### config.mk
export PLATFORM = sky130hd
export DESIGN_NAME = bus_master_pipe
export DESIGN_NICKNAME = d
export VERILOG_FILES = /design/src/rtl/bus_master_pipe_pkg.sv /design/src/rtl/bus_master_pipe_track_fifo.sv /design/src/rtl/bus_master_pipe.sv
export SDC_FILE = /design/constraint.sdc
export NUM_CORES = 1
export LEC_CHECK = 0
export BUFFER_PORTS_ARGS = -buffer_cell sky130_fd_sc_hd__buf_2
export CAP_MARGIN = 10
export CELL_PAD_IN_SITES_DETAIL_PLACEMENT = 1
export CELL_PAD_IN_SITES_GLOBAL_PLACEMENT = 2
export CORE_MARGIN = 2
export CORE_UTILIZATION = 13
export DETAILED_ROUTE_END_ITERATION = 7
export GPL_TIMING_DRIVEN = 0
export MAX_ROUTING_LAYER = met4
export PLACE_DENSITY = 0.86
export SLEW_MARGIN = 20
export SYNTH_ARGS = -nofsm -noshare
export SYNTH_HDL_FRONTEND = slang
export SYNTH_HIERARCHICAL = 1
export SYNTH_SLANG_ARGS = --single-unit
### constraint.sdc
create_clock -name clk -period 6.4 [get_ports clk]
set_clock_uncertainty 0.1 [all_clocks]
set_input_delay 1.28 -clock clk [delete_from_list [all_inputs] [get_ports clk]]
set_output_delay 1.28 -clock clk [all_outputs]
set_load 0.005 [all_outputs]
### src/rtl/bus_master_pipe_pkg.sv
// Shared bus types and defaults for the pipelined bus master and its slaves.
package bus;

  localparam int MAX_OUT_DEF = 4;
  localparam int TIMEOUT_DEF = 16;
  localparam int DATA_W      = 32;
  localparam int ADDR_W      = 30;
  localparam int SEL_W       = 4;
  localparam int TO_W        = 8;

  typedef struct packed {
    logic              ack;
    logic              err;
    logic              stall;
    logic [DATA_W-1:0] data;
  } s2m_s;

  typedef struct packed {
    logic              cyc;
    logic              stb;
    logic              we;
    logic [SEL_W-1:0]  sel;
    logic [ADDR_W-1:0] addr;
    logic [DATA_W-1:0] data;
  } m2s_s;

endpackage

### src/rtl/bus_master_pipe_track_fifo.sv
// Tracks the direction (1=write) of each outstanding request, oldest at the head.
module bus_track_fifo #(
  parameter int DEPTH = 4
) (
  input  logic clk,
  input  logic rst,
  input  logic push_i,
  input  logic din_i,
  input  logic pop_i,
  input  logic flush_i,
  output logic head_o
);
  localparam int PTR_W = $clog2(DEPTH);

  logic [DEPTH-1:0] mem_q;
  logic [PTR_W-1:0] wr_q, rd_q;

  // Pointers wrap naturally because DEPTH is a power of two; occupancy lives in the parent.
  always_ff @(posedge clk) begin
    if (rst || flush_i) begin
      wr_q <= '0;
      rd_q <= '0;
    end else begin
      if (push_i) wr_q <= wr_q + PTR_W'(1);
      if (pop_i)  rd_q <= rd_q + PTR_W'(1);
    end
  end

  always_ff @(posedge clk) begin
    if (push_i) mem_q[wr_q] <= din_i;
  end

  assign head_o = mem_q[rd_q];

endmodule

### src/rtl/bus_master_pipe.sv
// Pipelined bus master: issues client requests, tracks up to MAX_OUT in flight, completes in order.
// Optional abort of stuck transfers with BUS_MASTER_TIMEOUT_EN.
module bus_master_pipe
  import bus::*;
#(
  parameter int MAX_OUT = MAX_OUT_DEF,
  parameter int TIMEOUT = TIMEOUT_DEF
) (
  input  logic        clk,
  input  logic        rst,
  input  logic        en_i,
  input  logic        we_i,
  input  logic [31:0] data_i,
  input  logic [29:0] addr_i,
  input  logic [3:0]  byte_mask_i,
  output logic [31:0] data_o,
  output logic        valid_o,
  output logic        wack_o,
  output logic        stall_o,
  output logic        err_o,
  output logic        busy_o,
  input  s2m_s        bus_i,
  output m2s_s        bus_o
);
  localparam int CNT_W = $clog2(MAX_OUT) + 1;

  logic [CNT_W-1:0] count_q, count_d;
  logic full, nonempty, accept, ack_ok, flush, spurious, head_we, timeout_hit;

  assign full     = (count_q == CNT_W'(MAX_OUT));
  assign nonempty = (count_q != '0);

  always_comb begin
    bus_o      = '0;
    bus_o.stb  = en_i & ~full & ~rst;
    bus_o.we   = bus_o.stb & we_i;
    bus_o.cyc  = (bus_o.stb | nonempty) & ~rst;
    bus_o.sel  = byte_mask_i;
    bus_o.addr = addr_i;
    bus_o.data = data_i;
  end

  assign stall_o  = rst | full | bus_i.stall | bus_i.err | timeout_hit;
  assign accept   = en_i & ~stall_o;
  assign ack_ok   = bus_i.ack & ~bus_i.err & nonempty & ~timeout_hit & ~rst;
  assign flush    = (bus_i.err & nonempty) | timeout_hit;
  assign spurious = (bus_i.ack | bus_i.err) & ~nonempty;

  assign valid_o = ack_ok & ~head_we;
  assign wack_o  = ack_ok & head_we;
  assign err_o   = (spurious | flush) & ~rst;
  assign busy_o  = nonempty;
  assign data_o  = bus_i.data;

  // Accept is blocked by stall_o on any flush cycle, so flush never races a push.
  always_comb begin
    count_d = count_q;
    if (flush)                count_d = '0;
    else if (accept & ~ack_ok) count_d = count_q + CNT_W'(1);
    else if (ack_ok & ~accept) count_d = count_q - CNT_W'(1);
  end

  always_ff @(posedge clk) begin
    if (rst) count_q <= '0;
    else     count_q <= count_d;
  end

  bus_track_fifo #(.DEPTH(MAX_OUT)) u_track (
    .clk     (clk),
    .rst     (rst),
    .push_i  (accept),
    .din_i   (we_i),
    .pop_i   (ack_ok),
    .flush_i (flush),
    .head_o  (head_we)
  );

`ifdef BUS_MASTER_TIMEOUT_EN
  logic [TO_W-1:0] to_q, to_d;

  // Any slave response counts as progress, so an ack on the terminal cycle wins over the abort.
  always_comb begin
    to_d = to_q + TO_W'(1);
    if (~nonempty | bus_i.ack | bus_i.err) to_d = '0;
  end

  always_ff @(posedge clk) begin
    if (rst) to_q <= '0;
    else     to_q <= to_d;
  end

  assign timeout_hit = nonempty & ~bus_i.ack & ~bus_i.err & (to_q == TO_W'(TIMEOUT - 1));
`else
  assign timeout_hit = 1'b0;
`endif

endmodule

==> run metrics <==
status=complete, no violations; Routed WL=3.70 mm; global-route track usage on met2=0.115; remaining antenna violation count after routing=0; Synth Flop Type=dfxtp_1; Synth Instances=158; Power Dens Cells=116 nW/um^2; CP max FO=10; DRC=0; compound-cell area share of the yosys netlist=0.0355; ys async rst share=0; clock share of power=0.274; layout net count=386; R2R Setup Slk=3.71 ns; die area=11400 um^2; n_diodes=0; CTS tree=built; # rows=37; hold_buf cts=0; # IOs=211; 1st-iter DRT viols=19; final worst setup slack=2.82 ns; Max-Cap Viols=0; Internal Pwr Total=187 uW; Seq/Total Area, Yosys=0.189; worst hold start=count_q[2]; Worst Path Arrival=2.20 ns; Tmin final=3.58 ns; setup bufs post-CTS=0; first-pass GRT wire length=5.02 mm; clock root cell=clkbuf_8; xor/xnor cell area share of the yosys netlist=0.0255; RSZ-0062 raised after global routing=no; Final GP Congestion=0.709; Synth cell types=27; Max-slew headroom=0.674; WL per Instance=9.03 um; HPWL Detailed=3.43 mm; initial antenna violation count=0; Place WS=2.63 ns; share of layout cells above drive strength 1=0.814; WS Path Type=in2out; main combinational cell family by area after synthesis=buffers and inverters; Hold Fails Final Rpt=0; All-Layer GR Usage=0.0570; Yosys reg bits=11; Peak VDD IR=0.0567 mV; Yosys warning count=6; syn avg cell area=8.70 um^2; leading cell type in the layout, fill and taps excluded=buf_2; DRT Pass-1 Iters=4; largest net degree at the start of global routing=11; Core ar.=10300 um^2; Finish-stage setup viols=0; synthesized area=1370 um^2; busiest layer in global routing=met2; Reg-to-Reg Start=count_q[0]; Fmax=279 MHz; vias=1336; port bufs=112; area grow syn2layout=56.5%; Starting Density=0.134; Die Height=107 um; syn_nets=269; post-synthesis mux area share=0.0310; number of global-route vias before repair=1136; CTS H-tree lvls=1; worst endpoint required time=5.02 ns; CTS Buf Count=3; Post-Synth Adder-Cell Area=0.0601; GR Overflow Total=0; Switching Fraction=0.251; max-slew violation count=0; Die W=107 um; clock-pin slew on the worst setup and hold paths=0.05 ns; Final period util=0.559; worst slew pin tran=0.485 ns; EDFF count, synth=4; CP startpoint=rst; Post-Synth Simple-Gate Area=0.107; vias per cell=3.26; Critical Path Source Type=primary input; CTS Sinks=11; type of the tightest min-delay check=reg2reg; P_leak=0.00119 uW; PostCTS Resize Cnt=0; setup_tns=0 ns; crit path capture type=output port; insertion delay to the later sink of the worst-skew pair=0.23 ns; commonest non-fill, non-tap cells in the layout=buf_2, buf_4, and2_1, dfxtp_1; Comb pwr share=0.416; Pwr Total=249 uW; grt met3 use=0.0267; worst-case clock buffer depth=2; GR Layer Usage met1=0.0443; P_sw=62.4 uW; Seq pwr share=0.309
## sequential cells by signal, indices dropped and copies added (netlist names)
| name | cells |
|---|---|
| u_track/wr_q | 2 |
| u_track/rd_q | 2 |
| u_track/mem_q | 4 |
| count_q | 3 |
## worst paths after layout
kind           endpoint  cells past startpoint
max           bus_o[66]                      4
min          count_q[2]                      2
max reg2reg  count_q[2]                      9
min reg2reg  count_q[2]                      2
## cell type report
type / instances / area, um^2
Timing Repair Buffer: 112 / 561
Clock buffer: 4 / 45.0
Tap cell: 136 / 170
Inverter: 6 / 22.5
Sequential cell: 11 / 260
Fill cell: 1266 / 8130
Buffer: 98 / 736
Multi-Input combinational cell: 43 / 355
## per-stage QoR
step	cells	hold WS (ns)	area (um^2)	utilization
2_1_floorplan	158	0.396	1370	-
3_3_place_gp	406	0.414	2100	0.205
3_5_place_dp	406	0.436	2100	0.205
4_1_cts	410	0.446	2150	0.209
5_1_grt	410	0.489	2150	0.209
6_report	410	0.444	2150	0.209
## metal layers
metal	wire [um]	vias to the layer above	share of wire
met3	547	2	0.15
met2	2130	109	0.58
li1	-	634	-
met1	991	591	0.27
met4	35	0	0.0094
met5	0	-	0
## kinds of logic (layout without fill, tap and decap cells)
family	after synthesis	count (layout)
adders and majority gates	6	6
DFF	11	11
xor gates and xnor gates	4	4
AOI/OAI and AO/OA	7	7
and+or+nand+nor	23	23
muxes	3	3
buffers and inverters	104	220
## critical path, cell delays in order
cell,delay [ns]
buf_2,0.17
nor3_1,0.45
and2_1,0.19
buf_2,0.11
## Yosys cell counts, types with 2 or more instances
cell type  instances  area share
inv_1              5       0.014
nor3_1             4       0.015
buf_4             98        0.54
xor2_1             2       0.013
ha_1               5       0.046
mux2i_1            2       0.015
xnor2_1            2       0.013
and2_1             7       0.032
nor2_1             3      0.0082
edfxtp_1           4       0.087
a21oi_1            2      0.0073
dfxtp_1            7        0.10
nor2_2             3       0.014
## power by group through the flow
stage	Sequential, uW	Clock [uW]	Combinational (uW)
floorplan	77.8	0	65.1
global placement	78.2	0	103
detailed placement	78.5	0	105
CTS	77.0	71.1	105
global route	77.3	76.9	113
finish	77.0	68.3	104
Note: power is estimated with default switching activity, not from simulation.
